### src/rtl/boot_copier.sv
`timescale 1ns/1ps
// boot_copier: copies the boot ROM into main RAM and holds the CPU until the copy finishes.
module boot_copier #(
    parameter int                ROM_WORDS    = 16,
    parameter int                RAM_AW       = 12,
    parameter logic [RAM_AW-1:0] RAM_BASE     = '0,
    parameter bit                STOP_ON_ZERO = 1'b1,
    parameter bit                AUTOSTART    = 1'b1
) (
    input  logic              romclk,
    input  logic              rst,
    input  logic              start,
    output logic              rom_cs,
    output logic              rom_we,
    output logic [3:0]        rom_addr,
    input  logic [15:0]       rom_dout,
    output logic              ram_req,
    output logic [RAM_AW-1:0] ram_addr,
    output logic [15:0]       ram_wdata,
    input  logic              ram_gnt,
    output logic              busy,
    output logic              done,
    output logic              cpu_hold,
    output logic [4:0]        word_count,
    output logic [15:0]       checksum
);
    typedef enum logic [2:0] {IDLE, RADDR, RDATA, WRITE, DONE} state_t;
    localparam logic [4:0] LAST = 5'(ROM_WORDS - 1);
    state_t      r_state, w_state_n;
    logic [4:0]  r_idx, w_idx_n, w_count_n;
    logic [15:0] r_data, w_data_n, w_sum_n;
    always_comb begin
        w_state_n = r_state;
        w_idx_n   = r_idx;
        w_data_n  = r_data;
        w_count_n = word_count;
        w_sum_n   = checksum;
        case (r_state)
            IDLE, DONE: begin
                if ((r_state == IDLE && AUTOSTART) || start) begin
                    w_state_n = RADDR;
                    w_idx_n   = '0;
                    w_count_n = '0;
                    w_sum_n   = '0;
                end
            end
            RADDR: w_state_n = RDATA;
            RDATA: begin
                w_data_n  = rom_dout;
                w_state_n = (STOP_ON_ZERO && rom_dout == 16'h0000) ? DONE : WRITE;
            end
            WRITE: begin
                if (ram_gnt) begin
                    w_sum_n   = checksum + r_data;
                    w_count_n = word_count + 5'd1;
                    w_state_n = (r_idx == LAST) ? DONE : RADDR;
                    w_idx_n   = (r_idx == LAST) ? r_idx : r_idx + 5'd1;
                end
            end
            default: w_state_n = IDLE;
        endcase
    end
    // every output is decoded from the next state so it is a plain flop
    always_ff @(posedge romclk or posedge rst) begin
        if (rst) begin
            r_state    <= IDLE;
            r_idx      <= '0;
            r_data     <= '0;
            word_count <= '0;
            checksum   <= '0;
            rom_cs     <= 1'b0;
            rom_we     <= 1'b0;
            rom_addr   <= '0;
            ram_req    <= 1'b0;
            ram_addr   <= '0;
            ram_wdata  <= '0;
            busy       <= 1'b0;
            done       <= 1'b0;
            cpu_hold   <= 1'b1;
        end else begin
            r_state    <= w_state_n;
            r_idx      <= w_idx_n;
            r_data     <= w_data_n;
            word_count <= w_count_n;
            checksum   <= w_sum_n;
            rom_cs     <= (w_state_n == RADDR) || (w_state_n == RDATA);
            rom_we     <= 1'b0;
            rom_addr   <= w_idx_n[3:0];
            ram_req    <= w_state_n == WRITE;
            ram_addr   <= RAM_BASE + RAM_AW'(w_idx_n);
            ram_wdata  <= w_data_n;
            busy       <= (w_state_n == RADDR) || (w_state_n == RDATA) || (w_state_n == WRITE);
            done       <= w_state_n == DONE;
            cpu_hold   <= w_state_n != DONE;
        end
    end
endmodule

### config.mk
export PLATFORM = sky130hd
export DESIGN_NAME = boot_copier
export DESIGN_NICKNAME = d
export VERILOG_FILES = /design/src/rtl/boot_copier.sv
export SDC_FILE = /design/constraint.sdc
export NUM_CORES = 1
export LEC_CHECK = 0
export CAP_MARGIN = 30
export CORE_MARGIN = 3
export CORE_UTILIZATION = 52
export CTS_CLUSTER_DIAMETER = 150
export DETAILED_ROUTE_END_ITERATION = 10
export GPL_TIMING_DRIVEN = 0
export PLACE_DENSITY = 0.86
export SETUP_SLACK_MARGIN = 0.1
export SKIP_LAST_GASP = 1
export SYNTH_ARGS = -nofsm -noshare
export SYNTH_HDL_FRONTEND = slang
export SYNTH_SLANG_ARGS = --single-unit
### constraint.sdc
create_clock -name romclk -period 3.2 [get_ports romclk]
set_input_delay 0.64 -clock romclk [delete_from_list [all_inputs] [get_ports romclk]]
set_output_delay 0.64 -clock romclk [all_outputs]
set_load 0.1 [all_outputs]
==> flow_metrics.env, run 1 <==
export IMPL_avgViaCountPerCell=5.54
export IMPL_finalClockSkew_ns=0.00958
export IMPL_critPathMaxStageDelay_ns=1.11
export IMPL_area_growth_pct=32.9
export IMPL_final_common_cell="clkdlybuf4s50_1"
export IMPL_status="completed"
export IMPL_rsz0062_at_grt="false"
export IMPL_io_buffers=70
export IMPL_wl_per_cell_um=15.5
export IMPL_max_slew_margin_rel=0.333
export IMPL_die_area_sq_um=6350
export IMPL_layout_common_cells="clkdlybuf4s50_1, dfrtp_1, nand2_1, o21ai_0, ha_1"
export IMPL_num_rows=26
export IMPL_setup_viol=0
export IMPL_gp_congestion=0.863
export IMPL_grt_pass1_vias=2374
export IMPL_synth_area_per_cell_sq_um=10.1
export IMPL_required_ns=2.56
export IMPL_fin_crit_sh=0.831
export IMPL_hold_violations=0
export IMPL_setup_tns_final_ns=0
export IMPL_worstPathMaxFanout=6
export IMPL_coreArea_sq_um=5170
export IMPL_tightestPinTransition_ns=0.997
export IMPL_cts_setup_buffers=0
export IMPL_grt_max_degree=36
export IMPL_cts_root_buf="clkbuf_8"
export IMPL_cp_start_kind="flip-flop"
export IMPL_hpwl_um=5120
export IMPL_cts_buffer_depth=2
export IMPL_critical_path_cell_chain="buf_4 -> clkdlybuf4s50_1"
export IMPL_die_h_um=79.7
export IMPL_ff2ff_path_depth=8
export IMPL_drc=0
export IMPL_dpl_instance_area_sq_um=3660
export IMPL_synth_cells=279
export IMPL_ant_nets=0
export IMPL_whs_path_depth=1
export IMPL_ios=79
export IMPL_grt_pass1_wl_um=11200
export IMPL_vias=2409
export IMPL_postLayoutCellArea_sq_um=3750
export IMPL_cp_end_kind="output port"
export IMPL_track_usage=0.227
export IMPL_synth_cell_area_sq_um=2830
export IMPL_grt_antenna_before_repair=0
export IMPL_ys_ff_latch=50
export IMPL_num_nets_final=403
export IMPL_hold_path_class="flip-flop to flip-flop"
export IMPL_ys_seq_area_frac=0.443
export IMPL_cts_resized=0
export IMPL_n_antenna_cell=0
export IMPL_drive_gt1_frac=0.134
export IMPL_synth_edf_count=0
export IMPL_yosysWarningCount=0
export IMPL_max_freq_ghz=0.376
export IMPL_cts_sinks=50
export IMPL_htree_levels=2
export IMPL_synth_distinct_cells=48
export IMPL_dr_first_iter_drc_count=119
export IMPL_drv_slew=0
export IMPL_synthArstFlopShare=1.00
export IMPL_clk_latency_ns=0.32
export IMPL_crit_type="flip-flop to output port"
export IMPL_wl_um=6740
export IMPL_cts_hold_buffers=0
export IMPL_cts_clk_slew_worst_paths_ns=0.10
export IMPL_grt_ovfl_total=0
export IMPL_initial_core_util=0.546
export IMPL_die_width_um=79.7
export IMPL_slowest_stage="clkdlybuf4s50_1"
export IMPL_dr_pass1_iters=4
export IMPL_cts_tree="done"
export IMPL_drv_cap=0
export IMPL_fin_crit_ns=2.66
export IMPL_synthFlopType="dfrtp_1"
export IMPL_numCtsBuffers=5
export IMPL_cp_data_arrival_time_ns=2.02
-- worst max-delay path, delay by kind of cell (launching register included) --
| family | cells | cell delay [ns] |
|---|---|---|
| flops | 1 | 0.45 |
| buf+inv | 2 | 1.25 |
-- cell usage after synthesis, types with 4 or more instances --
library cell	number	area [sq um]
dfrtp_1	49	1230
nor4_1	5	31.3
nand2_1	29	109
nor2b_1	4	25.0
nor2_1	17	63.8
buf_2	4	20.0
buf_4	13	97.6
inv_1	8	30.0
a21oi_1	12	60.1
ha_1	18	225
nand4_1	8	50.1
mux2_2	16	180
a22o_1	5	43.8
nand3_1	5	25.0
xnor2_1	6	52.6
o21a_1	4	30.0
o21ai_0	19	95.1
xor2_1	9	78.8
-- layout make-up --
class / count / area [sq um]
timing repair buffer: 71 / 721
multi-input combinational: 208 / 1430
buffer: 20 / 136
inverter: 8 / 30.0
tap: 70 / 87.6
clock inverter: 3 / 26.3
clock buffer: 5 / 68.8
sequential: 50 / 1250
fill: 379 / 1420
-- cells by family (layout without fill, tap and decap cells) --
family                   after synthesis  count (layout)  synth area share
buffers and inverters                 28             107            0.0589
adder cells (fa/ha/maj)               19              19            0.0868
multiplexers                          16              16            0.0638
XOR/XNOR                              15              15            0.0465
flip-flops                            50              50             0.443
AO/OA/AOI/OAI                         66              66             0.154
AND/OR/NAND/NOR                       84              84             0.146
other                                  1               8           0.00133
-- per-layer routing --
layer	vias up	GRT usage	wire, um
met5	-	0	0
met4	0	0.0533	72
met3	7	0.0576	458
met2	87	0.371	3140
met1	1153	0.302	3060
li1	1162	-	-
-- sequential cells by signal, indices dropped and copies added, names as in the netlist --
name and count:
busy 1, checksum 16, cpu_hold 1, done 1
r_data 16, r_state 3, ram_addr 5, ram_req 1
rom_cs 1, word_count 5
-- path summary, 6_finish.rpt --
path                             start  slack, ns            end
setup reg to reg             r_data[0]       0.80   checksum[14]
setup / recovery           ram_addr[0]       0.54    rom_addr[0]
min in group asynchronous          rst       0.60  word_count[3]
hold / removal              r_state[2]       0.48     r_state[1]
max in group asynchronous          rst       2.03       cpu_hold
hold reg to reg             r_state[2]       0.48     r_state[1]
-- per-stage QoR --
| step | cells | hold slack, ns | setup WS, ns | utilization |
|---|---|---|---|---|
| 2_1_floorplan | 286 | 0.440 | 0.519 | - |
| 3_3_place_gp | 426 | 0.462 | 0.387 | 0.704 |
| 3_5_place_dp | 427 | 0.462 | 0.265 | 0.708 |
| 4_1_cts | 435 | 0.486 | 0.527 | 0.726 |
| 5_1_grt | 435 | 0.521 | 0.384 | 0.726 |
| 6_report | 435 | 0.480 | 0.541 | 0.726 |
Power of run 1 is left out: the tool's default activity adds up to more than one toggle a clock period on the data nets, which glitch-free logic cannot reach.
==> inputs of run 2 (changes only) <==
- CORE_UTILIZATION: 52 -> 44
- PLACE_DENSITY: 0.86 -> 0.77
- clock period: 3.2 -> 2.16 ns (I/O delays scaled with it)
==> run 2 against run 1 <==
  * The run now ends with negative setup slack left
  * Clock-buffer cell count is the same
  * Sequential cell count did not move
  * First-iteration DRC count down 35%
  * Clock skew rose by 0.00089 ns
  * Global-route usage is 1.6 points lower
  * Register-to-register slack worse by 0.83 ns
==> flow_metrics.env, run 2 (same netlist as run 1, synthesis figures left out) <==
export IMPL_final_common_cell="nand2_1"
export IMPL_vias=2479
export IMPL_grt_antenna_before_repair=0
export IMPL_cp_data_arrival_time_ns=2.40
export IMPL_die_area_sq_um=7420
export IMPL_required_ns=2.37
export IMPL_slowest_stage="dfrtp_4"
export IMPL_dr_pass1_iters=4
export IMPL_final_cells=452
export IMPL_ff2ff_path_depth=8
export IMPL_fin_crit_sh=1.02
export IMPL_wl_um=7500
export IMPL_area_growth_pct=43.8
export IMPL_drv_slew=0
export IMPL_endpoint="checksum[14]"
export IMPL_die_width_um=86.1
export IMPL_post_route_worst_setup_slack_ns=-0.0327
export IMPL_cts_buffer_depth=2
export IMPL_ant_nets=0
export IMPL_finalClockSkew_ns=0.0105
export IMPL_rr_endpoint="checksum[14]"
export IMPL_worst_hold_slack_ns=0.367
export IMPL_cts_tree="done"
export IMPL_clk_latency_ns=0.31
export IMPL_hpwl_um=5360
export IMPL_grt_ovfl_total=0
export IMPL_gp_congestion=0.823
export IMPL_grt_max_degree=40
export IMPL_numCtsBuffers=5
export IMPL_setup_tns_final_ns=-0.0327
export IMPL_max_slew_margin_rel=0.354
export IMPL_violations="negative setup slack"
export IMPL_io_buffers=70
export IMPL_htree_levels=2
export IMPL_avgViaCountPerCell=5.48
export IMPL_wl_per_cell_um=16.6
export IMPL_track_usage=0.211
export IMPL_rrSetupSlack_ns=-0.03
export IMPL_critPathMaxStageDelay_ns=0.50
export IMPL_initial_core_util=0.466
export IMPL_grt_pass1_wl_um=12300
export IMPL_cp_end_kind="flip-flop"
export IMPL_layout_common_cells="nand2_1, buf_4, dlygate4sd2_1, clkdlybuf4s50_1, dfrtp_1"
export IMPL_reg_largest_list="checksum x16, r_data x16"
export IMPL_max_freq_ghz=0.456
export IMPL_die_h_um=86.1
export IMPL_crit_top_cell="a21oi_2"
export IMPL_setup_viol=1
export IMPL_fin_crit_ns=2.19
export IMPL_worstPathMaxFanout=2
export IMPL_tightestPinTransition_ns=0.972
export IMPL_cp_startpoint="r_data[0]"
export IMPL_drv_cap=0
export IMPL_drive_gt1_frac=0.355
export IMPL_cts_root_buf="clkbuf_8"
export IMPL_hold_path_class="primary input to async pin"
export IMPL_drc=0
export IMPL_num_nets_final=415
export IMPL_num_rows=28
export IMPL_dr_first_iter_drc_count=77
export IMPL_cts_sinks=50
export IMPL_cts_clk_slew_worst_paths_ns=0.10
export IMPL_n_antenna_cell=0
export IMPL_critical_path_cell_chain="ha_4 -> fa_2 -> a21oi_2 -> o22ai_2 -> nand4_1 -> a21oi_2 -> or3_1 -> a32o_1"
export IMPL_cp_start_kind="flip-flop"
export IMPL_coreArea_sq_um=6060
export IMPL_cts_hold_buffers=0
export IMPL_ios=79
export IMPL_status="complete, but fails checks"
export IMPL_reg2reg_from="r_data[0]"
export IMPL_hold_violations=0
export IMPL_crit_type="flip-flop to flip-flop"
export IMPL_rsz0062_at_grt="true"
export IMPL_dpl_cell_count=432
export IMPL_grt_pass1_vias=2518
## run 2: worst max-delay path: cells and delay by family, from the launching register on
kind / cells / cell delay (ns)
adder cells (fa/ha/maj): 2 / 0.53
AND/OR/NAND/NOR: 2 / 0.44
flip-flops: 1 / 0.50
AO/OA/AOI/OAI: 4 / 0.60
## run 2: timing repair
item	in CTS	in global routing
setup endpoints to repair	63	37
gates resized for setup	79	43
gates cloned	0	0
hold endpoints to repair	0	0
buffers inserted	11	1
pin swaps	10	11
## run 2: through the flow
step / util / setup WS [ns] / instance area (sq um)
2_1_floorplan: - / -0.105 / 3010
3_3_place_gp: 0.628 / -0.764 / 3800
3_5_place_dp: 0.631 / -0.473 / 3820
4_1_cts: 0.666 / -0.0232 / 4040
5_1_grt: 0.671 / -0.113 / 4060
6_report: 0.671 / -0.0327 / 4060
## run 2: worst min path at each step
stage	to	slack (ns)	depth (start not counted)
floorplan	r_state[1]	0.44	1
global placement	r_state[1]	0.47	1
detailed placement	r_state[1]	0.47	1
CTS	r_data[13]	0.37	2
global route	r_data[12]	0.37	2
finish	r_data[12]	0.37	2
## run 2: final cells by class
class                      instances  area [sq um]
tap                               75          93.8
sequential                        50          1330
clock buffer                       5          68.8
timing repair buffer              83           739
buffer                            20           138
fill                             475          2000
multi-input combinational        208          1620
clock inverter                     3          47.5
inverter                           8          30.0
## run 2: routing by layer
layer  share of wire  vias to the layer above  global-route usage  routed length [um]
met1            0.43                     1204               0.266                3200
li1                -                     1183                   -                   -
met5               0                        -                   0                   0
met3           0.061                       10              0.0509                 461
met4           0.012                        0              0.0619                  93
met2            0.50                       82               0.357                3750
Power of run 2 is left out for the same reason.
==> inputs of run 3 (changes only) <==
- PLACE_DENSITY: 0.77 -> 0.81
==> run 3 against run 2 <==
  * The flow still finishes with violations (negative setup slack)
  * Die area is the same
  * Via count grew 1.1%
  * Final cell count grew 0.88%
  * Fmax shrank 0.54%
  * Critical path type unchanged
  * Critical endpoint unchanged
  * Highest routed layer unchanged
==> flow_metrics.env, run 3 (same netlist as run 1, synthesis figures left out) <==
export IMPL_status="complete, but fails checks"
export IMPL_violations="negative setup slack"
export IMPL_crit_type="flip-flop to flip-flop"
export IMPL_rsz0062_at_grt="true"
export IMPL_ios=79
export IMPL_required_ns=2.37
export IMPL_area_growth_pct=43.9
export IMPL_hpwl_um=5360
export IMPL_cts_root_buf="clkbuf_8"
export IMPL_reg_largest_list="checksum x16, r_data x16"
export IMPL_cp_end_kind="flip-flop"
export IMPL_grt_antenna_before_repair=0
export IMPL_num_rows=28
export IMPL_die_area_sq_um=7420
export IMPL_htree_levels=2
export IMPL_coreArea_sq_um=6060
export IMPL_cp_start_kind="flip-flop"
export IMPL_wl_per_cell_um=16.7
export IMPL_gp_congestion=0.897
export IMPL_dr_first_iter_drc_count=148
export IMPL_grt_ovfl_total=0
export IMPL_finalClockSkew_ns=0.0114
export IMPL_cts_buffer_depth=2
export IMPL_drc=0
export IMPL_cts_tree="done"
export IMPL_worstPathMaxFanout=3
export IMPL_layout_common_cells="buf_4, nand2_1, dlygate4sd2_1, clkdlybuf4s50_1, dfrtp_1"
export IMPL_initial_core_util=0.466
export IMPL_ant_nets=0
export IMPL_die_width_um=86.1
export IMPL_wl_um=7620
export IMPL_grt_max_degree=32
export IMPL_setup_viol=1
export IMPL_hold_path_class="primary input to async pin"
export IMPL_fin_crit_ns=2.20
export IMPL_tightestPinTransition_ns=0.996
export IMPL_die_h_um=86.1
export IMPL_cp_data_arrival_time_ns=2.42
export IMPL_vias=2507
export IMPL_numCtsBuffers=5
export IMPL_fin_crit_sh=1.02
export IMPL_max_freq_ghz=0.454
export IMPL_clk_latency_ns=0.31
export IMPL_drv_slew=0
export IMPL_postLayoutCellArea_sq_um=4070
export IMPL_avgViaCountPerCell=5.50
export IMPL_cts_clk_slew_worst_paths_ns=0.10
export IMPL_io_buffers=70
export IMPL_post_route_worst_setup_slack_ns=-0.0447
export IMPL_dr_pass1_iters=4
export IMPL_n_antenna_cell=0
export IMPL_num_nets_final=419
export IMPL_drive_gt1_frac=0.362
export IMPL_grt_pass1_vias=2473
export IMPL_dpl_instance_area_sq_um=3820
export IMPL_cts_sinks=50
export IMPL_drv_cap=0
export IMPL_hold_violations=0
export IMPL_track_usage=0.208
export IMPL_max_slew_margin_rel=0.339
export IMPL_grt_pass1_wl_um=12100
## run 3: through the flow
step	util	cells	hold slack, ns	TNS [ns]	setup WS [ns]
floorplan	-	286	0.440	-0.164	-0.105
finish	0.671	456	0.433	-0.0447	-0.0447
global route	0.671	456	0.460	-0.140	-0.129
detailed placement	0.631	432	0.473	-6.64	-0.474
CTS	0.660	448	0.443	-0.0273	-0.0273
global placement	0.628	431	0.476	-33.61	-0.690
## run 3: cell type report
class                   count  area [sq um]
well taps                  75          93.8
multi-input cells         208          1620
flip-flops and latches     50          1330
clock buffers               6          82.6
plain buffers              20           138
fillers                   484          1990
clock inverters             2          16.3
repair buffers             87           758
inverters                   8          30.0
## run 3: worst paths after layout
check	end	slack, ns	start	cells past startpoint
worst max register to register	checksum[14]	-0.04	checksum[0]	8
max in group asynchronous	cpu_hold	1.15	rst	3
min in group romclk	checksum[5]	0.51	checksum[5]	2
worst max-delay path	checksum[14]	-0.04	checksum[0]	8
worst min register to register	checksum[5]	0.51	checksum[5]	2
worst min-delay path	checksum[13]	0.43	rst	2
## run 3: what timing repair did
action	CTS	global route
resized for setup	83	37
endpoints found under the setup margin	63	37
gates cloned	0	0
hold buffers	0	0
pin swaps	10	11
buffers inserted	8	8
## run 3: metal layers
layer  vias to the layer above  wire [um]  track usage
met3                         9        481       0.0375
li1                       1190          -            -
met2                        94       3860        0.354
met4                         0        108       0.0561
met1                      1214       3170        0.272
met5                         -          0            0
## run 3: worst max-delay path: stages, from the launching register on
cell,delay (ns)
dfrtp_4,0.51
ha_4,0.17
fa_2,0.37
a21oi_4,0.16
o22ai_2,0.11
nand4_1,0.16
a21oi_2,0.07
or3_1,0.31
a32o_1,0.24
Power of run 3 is left out for the same reason.
